`config.mk`:
```
export PLATFORM = sky130hd
export DESIGN_NAME = preempt_timer_ctx
export DESIGN_NICKNAME = d
export VERILOG_FILES = /design/src/rtl/preempt_timer_ctx.sv
export SDC_FILE = /design/constraint.sdc
export NUM_CORES = 1
export LEC_CHECK = 0
export BUFFER_PORTS_ARGS = -buffer_cell sky130_fd_sc_hd__buf_2
export CAP_MARGIN = 10
export CORE_AREA = 8 8 84 64
export DETAILED_ROUTE_END_ITERATION = 6
export DIE_AREA = 0 0 92 72
export HOLD_SLACK_MARGIN = 0.02
export PLACE_DENSITY_LB_ADDON = 0.15
export SLEW_MARGIN = 20
export SYNTH_ARGS = -nofsm -noshare
export SYNTH_HDL_FRONTEND = slang
export SYNTH_SLANG_ARGS = --single-unit
```
`constraint.sdc`:
```
create_clock -name clk_i -period 2.7 [get_ports clk_i]
set_input_delay 0.27 -clock clk_i [delete_from_list [all_inputs] [get_ports clk_i]]
set_output_delay 0.27 -clock clk_i [all_outputs]
set_load 0.05 [all_outputs]
```
`src/rtl/preempt_timer_ctx.sv`:
```
// Preemption quantum timer with IRQ handshake and register-file context save/restore sequencer.
// Define PREEMPT_TIMER_STATS_EN to add the saturating expiry counter (irq_count_o, stats_clr_i).
module preempt_timer_ctx #(
   parameter int unsigned QUANTUM_W       = 16,
   parameter int unsigned DEFAULT_QUANTUM = 1000,
   parameter int unsigned NREGS           = 32,
   parameter int unsigned REG_AW          = 5
) (
   input  logic                 clk_i,
   input  logic                 rst_ni,
   input  logic                 os_usage_i,
   input  logic                 quantum_wr_i,
   input  logic [QUANTUM_W-1:0] quantum_din_i,
   input  logic                 irq_ack_i,
   input  logic                 restore_req_i,
`ifdef PREEMPT_TIMER_STATS_EN
   input  logic                 stats_clr_i,
   output logic [15:0]          irq_count_o,
`endif
   output logic                 timer_irq_o,
   output logic                 clear_irq_o,
   output logic                 ctx_busy_o,
   output logic [REG_AW-1:0]    ctx_addr_o,
   output logic                 ctx_we_o,
   output logic                 ctx_re_o
);

   typedef enum logic [1:0] {
      ST_IDLE    = 2'd0,
      ST_SAVE    = 2'd1,
      ST_RESTORE = 2'd2
   } state_e;

   localparam logic [REG_AW-1:0]    LAST_IDX    = REG_AW'(NREGS - 1);
   localparam logic [QUANTUM_W-1:0] QUANTUM_RST = QUANTUM_W'(DEFAULT_QUANTUM);

   state_e                state_q, state_d;
   logic [REG_AW-1:0]     idx_q, idx_d;
   logic                  pend_q, pend_d;
   logic                  os_q;
   logic [QUANTUM_W-1:0]  quantum_q, quantum_d;
   logic [QUANTUM_W-1:0]  cnt_q, cnt_d;
   logic                  irq_q, irq_d;
   logic                  clr_q, clr_d;
   logic                  os_rise;
   logic                  idle;
   logic                  expiry;

   assign os_rise = os_usage_i & ~os_q;
   assign idle    = (state_q == ST_IDLE);
   // The count only runs while the sequencer is idle, so expiry can only happen there.
   assign expiry  = ~os_usage_i & idle & (cnt_q == QUANTUM_W'(1));

   always_ff @(posedge clk_i or negedge rst_ni) begin
      if (!rst_ni) begin
         state_q   <= ST_IDLE;
         idx_q     <= '0;
         pend_q    <= 1'b0;
         os_q      <= 1'b0;
         quantum_q <= QUANTUM_RST;
         cnt_q     <= '0;
         irq_q     <= 1'b0;
         clr_q     <= 1'b0;
      end else begin
         state_q   <= state_d;
         idx_q     <= idx_d;
         pend_q    <= pend_d;
         os_q      <= os_usage_i;
         quantum_q <= quantum_d;
         cnt_q     <= cnt_d;
         irq_q     <= irq_d;
         clr_q     <= clr_d;
      end
   end

   always_comb begin
      state_d = state_q;
      idx_d   = idx_q;
      pend_d  = pend_q;
      case (state_q)
         ST_IDLE: begin
            idx_d = '0;
            if (os_rise) begin
               state_d = ST_SAVE;
               if (restore_req_i) pend_d = 1'b1;
            end else if (restore_req_i || pend_q) begin
               state_d = ST_RESTORE;
               pend_d  = 1'b0;
            end
         end
         ST_SAVE: begin
            if (restore_req_i) pend_d = 1'b1;
            if (idx_q == LAST_IDX) begin
               idx_d = '0;
               if (pend_q || restore_req_i) begin
                  state_d = ST_RESTORE;
                  pend_d  = 1'b0;
               end else begin
                  state_d = ST_IDLE;
               end
            end else begin
               idx_d = idx_q + REG_AW'(1);
            end
         end
         ST_RESTORE: begin
            if (idx_q == LAST_IDX) begin
               idx_d   = '0;
               state_d = ST_IDLE;
            end else begin
               idx_d = idx_q + REG_AW'(1);
            end
         end
         default: begin
            state_d = ST_IDLE;
            idx_d   = '0;
         end
      endcase
   end

   always_comb begin
      ctx_busy_o = (state_q != ST_IDLE);
      ctx_we_o   = (state_q == ST_SAVE);
      ctx_re_o   = (state_q == ST_RESTORE);
      ctx_addr_o = ctx_busy_o ? idx_q : '0;
   end

   // A quantum write only changes the register; the running count picks it up at the next reload.
   always_comb begin
      quantum_d = quantum_wr_i ? quantum_din_i : quantum_q;
      if (os_usage_i) begin
         cnt_d = quantum_q;
      end else if (idle && (cnt_q != '0)) begin
         cnt_d = cnt_q - QUANTUM_W'(1);
      end else begin
         cnt_d = cnt_q;
      end
   end

   always_comb begin
      irq_d = irq_q;
      clr_d = 1'b0;
      if (expiry) begin
         irq_d = 1'b1;
      end else if (irq_ack_i && irq_q) begin
         irq_d = 1'b0;
         clr_d = 1'b1;
      end
   end

   assign timer_irq_o = irq_q;
   assign clear_irq_o = clr_q;

`ifdef PREEMPT_TIMER_STATS_EN
   logic [15:0] irq_count_q, irq_count_d;

   always_comb begin
      irq_count_d = irq_count_q;
      if (stats_clr_i) begin
         irq_count_d = expiry ? 16'd1 : 16'd0;
      end else if (expiry && (irq_count_q != 16'hFFFF)) begin
         irq_count_d = irq_count_q + 16'd1;
      end
   end

   always_ff @(posedge clk_i or negedge rst_ni) begin
      if (!rst_ni) irq_count_q <= '0;
      else         irq_count_q <= irq_count_d;
   end

   assign irq_count_o = irq_count_q;
`endif

endmodule
```
==> impl_metrics.csv, run 1 <==
group,metric,value,unit
outcome,status,"complete, no violations",
worst_setup_path,start_kind,"flip-flop",
placed_design,port-buffer-count,31,
global_routing,antenna_found_initial,0,
route,drt_wl_total,4.37,mm
sta,fmax,0.473,GHz
clocking,clkTransAtPathRegs,0.08,ns
synthesis,seq_area_frac_synth,0.497,
power_and_ir_drop,swShare,0.271,
sta,tns,0,ns
global_routing,track_usage,0.144,
die,die-area,6620,um^2
synthesis,ys_seq_elements,43,
die,placementRows,20,
worst_hold_path,worstHoldPathType,"in2async",
route,firstDrtPassIters,4,
clocking,cts_made_buffers,5,
clocking,cts-resized-gates,0,
synthesis,synth.distinct_cells,44,
sta,slew_headroom,0.378,
synthesis,synthMuxAreaShare,0.101,
clocking,cts_setup_buffers,0,
synthesis,ys_async_sr_fraction,1.00,
route,wire_per_inst,14.8,um
die,chipHeight,72,um
worst_setup_path,required,2.93,ns
synthesis,yosys.area_share.simple,0.209,
sta,min_period_over_period,0.782,
synthesis,synth_top_family_by_area,"simple AND/OR/NAND/NOR gates",
clocking,postCtsHoldBufs,0,
power_and_ir_drop,p_comb_frac,0.121,
die,start_util,0.532,
synthesis,ys.flop_type,"dfrtp_1",
clocking,cts_max_path_buffers,2,
synthesis,yosysWarnings,0,
placed_design,place.gp.congestion,0.797,
placed_design,dp_cells,288,
route,drc,0,
power_and_ir_drop,clkPwrFrac,0.302,
synthesis,synth_xor_area_frac,0.0120,
sta,grt_setup_unrepaired,"no",
layout,postLayoutCellArea,2480,um^2
clocking,h-tree-depth,2,
sta,finClkSkew,0.00812,ns
die,boundaryPins,32,
die,die_x,92,um
clocking,tritoncts,"yes",
power_and_ir_drop,intPower,960,uW
route,antenna_left,0,
route,vias_per_cell,5.51,
power_and_ir_drop,p_sw,357,uW
layout,nNetsFinal,269,
synthesis,synth.avg_cell_area,10.6,um^2
global_routing,grt_max_degree,44,
power_and_ir_drop,p_leak,0.00108,uW
power_and_ir_drop,seqPwrFrac,0.577,
synthesis,netlist_instances,206,
placed_design,dpl.hpwl,3.20,mm
sta,tightest_slew,0.934,ns
layout,layout_commonest_cell,"dfrtp_1",
clocking,clk_latency,0.30,ns
synthesis,synthesis.area,2180,um^2
power_and_ir_drop,power_per_cell_area,530,nW/um^2
route,vias,1632,
synthesis,synthAdderAreaFrac,0.0401,
clocking,cts.sinks,43,
power_and_ir_drop,max-vdd-ir-drop,372,uV
flow_run,drv_cap,0,
worst_setup_path,worstSetupPathType,"reg2reg",
worst_setup_path,cp.arrival,2.35,ns
sta,fin_hold_ws,0.100,ns
synthesis,synth_fp_nets,235,
layout,layout_common_cells,"dfrtp_1, buf_2, nor2_1",
global_routing,grt_pass1_wl,7.69,mm
synthesis,synth_compound_area_frac,0.109,
global_routing,overflow,0,
worst_setup_path,path_max_fanout,7,
sta,final-hold-violation-count,0,
layout,syn2layout_area_growth,13.9,%
layout,fin_cells,296,
placed_design,placed_area,2400,um^2
die,coreArea,4100,um^2
layout,diodes,0,
global_routing,grt_pass1_vias,1620,
route,drt_iter0_markers,95,
layout,drive_above_1_share,0.299,
worst_setup_path,cp-end-kind,"flip-flop",
sta,drv_slew,0,
clocking,clockRootBuffer,"clkbuf_8",
layout,utilization,0.605,
sta,finalSetupViolations,0,
synthesis,synth_edf_count,0,
sta,fin_crit,2.11,ns
[power groups by stage]
stage	clock network (uW)	registers, uW	logic (uW)
2_1_floorplan	0	757	113
3_3_place_gp	0	769	158
3_5_place_dp	0	771	161
4_1_cts	412	759	161
5_1_grt	431	770	181
6_report	398	760	159
[state kept, by name, summed over array words and instances, names as in the netlist]
signal / flops
pend_q: 1
idx_q: 5
timer_irq_o: 1
clear_irq_o: 1
os_q: 1
state_q: 2
cnt_q: 16
quantum_q: 16
[critical path, stage by stage (launching register included)]
cell and delay (ns):
dfrtp_1 0.47, inv_1 0.09, ha_1 0.19, nor3b_1 0.27, buf_4 0.18, nand3_1 0.18, or4_1 0.49, a31oi_1 0.17
[path summary, 6_finish.rpt]
| path | depth (start not counted) | slack (ns) | start | endpoint |
|---|---|---|---|---|
| worst min register to register | 1 | 0.49 | idx_q[0] | idx_q[0] |
| min in group clk_i | 2 | 0.17 | irq_ack_i | timer_irq_o |
| worst max-delay path | 7 | 0.59 | cnt_q[0] | cnt_q[10] |
| worst max register to register | 7 | 0.59 | cnt_q[0] | cnt_q[10] |
| worst min-delay path | 1 | 0.10 | rst_ni | quantum_q[10] |
| max in group asynchronous | 1 | 2.02 | rst_ni | clear_irq_o |
[stage by stage]
stage	setup WS [ns]	power (uW)
finish	0.587	1320
global route	0.394	1380
CTS	0.587	1330
detailed placement	0.611	931
global placement	0.629	927
floorplan	0.806	870
[synth_stat cells, types with 2 or more instances]
cell      number  share of area
mux2_2        17          0.088
nor3_1         4         0.0092
a311o_1        2         0.0092
and2_1         2         0.0057
o31ai_1        6          0.021
nor2b_1        6          0.017
nand3_1        7          0.016
mux2i_1        3          0.014
clkbuf_1       5         0.0086
ha_1           7          0.040
nand2b_1       3         0.0086
dfstp_2        6          0.072
xnor2_1        2         0.0080
inv_1         10          0.017
and3_1         3         0.0086
dfrtp_1       37           0.42
a21oi_1        6          0.014
or4_1          9          0.031
nand4_1        4          0.011
a31oi_1        8          0.023
o21ai_0        6          0.014
nor2_1        22          0.038
nor4_1         3         0.0086
nand2_1        8          0.014
[cell type report]
class                   instances  area, um^2
clock buffers                   5        68.8
repair buffers                 34         178
fillers                       376        1620
clock inverters                 3        15.0
multi-input cells             145        1030
inverters                      11        41.3
well taps                      55        68.8
flip-flops and latches         43        1080
[cells by family after synthesis]
| group | count (synthesis) |
|---|---|
| AOI/OAI and AO/OA | 35 |
| xor gates and xnor gates | 3 |
| adders and majority gates | 7 |
| buffers and inverters | 18 |
| DFF | 43 |
| muxes | 20 |
| and+or+nand+nor | 80 |
[per-layer routing]
metal | global-route usage | vias up | routed length (um)
li1 | - | 823 | -
met1 | 0.199 | 762 | 2220
met5 | 0 | - | 0
met3 | 0.0557 | 6 | 352
met4 | 0.0747 | 0 | 74
met2 | 0.189 | 41 | 1730
Note: power is estimated with default switching activity, not from simulation.
==> run 2, diff against run 1 <==
==> constraint.sdc (replaced) <==
create_clock -name clk_i -period 2 [get_ports clk_i]
set_input_delay 0.2 -clock clk_i [delete_from_list [all_inputs] [get_ports clk_i]]
set_output_delay 0.2 -clock clk_i [all_outputs]
set_load 0.05 [all_outputs]
==> impl_metrics.csv, run 2 (same netlist as run 1, synthesis figures left out) <==
group,metric,value,unit
outcome,status,"complete, no violations",
worst_hold_path,worstHoldPathType,"in2reg",
clocking,tritoncts,"yes",
power_and_ir_drop,clkPwrFrac,0.297,
worst_setup_path,cpMaxStageDelayCell,"or4b_4",
placed_design,dpl.hpwl,3.33,mm
flow_run,drv_cap,0,
clocking,cts_max_path_buffers,2,
power_and_ir_drop,p_leak,0.00115,uW
layout,nNetsFinal,283,
power_and_ir_drop,p_comb_frac,0.143,
power_and_ir_drop,max-vdd-ir-drop,489,uV
worst_setup_path,slowest_delay,0.50,ns
layout,fillers,354,
layout,syn2layout_area_growth,20.4,%
sta,fmax,0.509,GHz
die,start_util,0.532,
worst_setup_path,start_kind,"flip-flop",
clocking,cts.sinks,43,
sta,min_period_over_period,0.982,
route,antenna_left,0,
sta,drv_slew,0,
worst_setup_path,cp.arrival,2.19,ns
clocking,clockRootBuffer,"clkbuf_8",
layout,reg.largest.list,"cnt_q (16), quantum_q (16), idx_q (5)",
die,boundaryPins,32,
sta,fin_ws,0.0358,ns
global_routing,overflow,0,
die,coreArea,4100,um^2
power_and_ir_drop,power_per_cell_area,692,nW/um^2
global_routing,track_usage,0.147,
clocking,h-tree-depth,2,
power_and_ir_drop,p_sw,492,uW
global_routing,grt_pass1_wl,7.89,mm
layout,multiInputGateArea,1060,um^2
route,firstDrtPassIters,4,
clocking,cts_made_buffers,5,
route,vias,1701,
placed_design,dp_slack,0.0407,ns
worst_setup_path,crit_chain,"or3_4 > or4b_4 > or4_1 > a31oi_1",
layout,diodes,0,
sta,tightest_slew,0.523,ns
sta,finClkSkew,0.00371,ns
power_and_ir_drop,swShare,0.271,
clocking,clkTransAtPathRegs,0.08,ns
global_routing,grt_max_degree,44,
worst_setup_path,path_max_fanout,5,
global_routing,antenna_found_initial,0,
sta,fin_hold_ws,0.102,ns
placed_design,port-buffer-count,31,
worst_setup_path,required,2.22,ns
sta,slew_headroom,0.651,
worst_setup_path,cp-end-kind,"flip-flop",
power_and_ir_drop,intPower,1330,uW
die,die-area,6620,um^2
layout,layout_common_cells,"dfrtp_1, buf_2, nor2_1",
worst_setup_path,cp_num_buf_inv,0,
sta,finalSetupViolations,0,
power_and_ir_drop,seqPwrFrac,0.559,
sta,final-hold-violation-count,0,
layout,utilization,0.640,
layout,seqCellArea,1080,um^2
die,placementRows,20,
sta,fin_crit,1.96,ns
route,drt_iter0_markers,79,
placed_design,place.gp.congestion,0.830,
route,wire_per_inst,14.6,um
worst_setup_path,cp_top_family,"simple AND/OR/NAND/NOR gates",
layout,layout_commonest_cell,"dfrtp_1",
route,drc,0,
placed_design,placed_area,2490,um^2
route,vias_per_cell,5.49,
die,die_x,92,um
layout,drive_above_1_share,0.361,
worst_setup_path,worstSetupPathType,"reg2reg",
clocking,clk_latency,0.30,ns
global_routing,grt_pass1_vias,1707,
die,chipHeight,72,um
route,drt_wl_total,4.52,mm
layout,postLayoutCellArea,2630,um^2
-- run 2: power by group through the flow --
stage / registers, uW / logic (uW) / clock network [uW]
after floorplan: 1020 / 153 / 0
after global placement: 1030 / 247 / 0
after detailed placement: 1030 / 253 / 0
after CTS: 1010 / 255 / 557
after global routing: 1030 / 294 / 593
final: 1020 / 261 / 541
-- run 2: area by class of cell --
cell class / instances / share of cell area
flip-flops and latches: 43 / 0.413
inverters: 11 / 0.0157
repair buffers: 48 / 0.109
clock inverters: 3 / 0.00762
multi-input cells: 145 / 0.403
well taps: 55 / 0.0262
clock buffers: 5 / 0.0262
-- run 2: path summary, 6_finish.rpt --
check                           from             to  slack (ns)  cells after the start
setup reg to reg            cnt_q[9]      cnt_q[15]        0.04                      4
hold / removal             irq_ack_i    timer_irq_o        0.10                      2
min in group asynchronous     rst_ni  quantum_q[10]        0.50                      3
hold reg to reg             idx_q[0]       idx_q[0]        0.49                      1
setup / recovery            cnt_q[9]      cnt_q[15]        0.04                      4
max in group asynchronous     rst_ni   quantum_q[8]        1.13                      3
-- run 2: routing by layer --
| layer | part of all wire | track usage |
|---|---|---|
| met5 | 0 | 0 |
| met3 | 0.065 | 0.0433 |
| met1 | 0.51 | 0.201 |
| met2 | 0.41 | 0.212 |
| met4 | 0.016 | 0.0641 |
-- run 2: through the flow --
stage          std cells  TNS [ns]  power, uW
2_1_floorplan        206         0       1170
3_3_place_gp         300         0       1270
3_5_place_dp         300         0       1280
4_1_cts              309         0       1830
5_1_grt              310  -0.00641       1920
6_report             310         0       1820
-- run 2: worst register-to-register path: stages, from the launching register on --
cell	delay [ns]
dfrtp_1	0.39
or3_4	0.41
or4b_4	0.50
or4_1	0.42
a31oi_1	0.18
-- run 2: what timing repair did --
item,4_1_cts,5_1_grt
endpoints found under the setup margin,0,9
hold buffers,1,0
hold endpoints to repair,37,0
resized for setup,0,7
buffers inserted,0,1
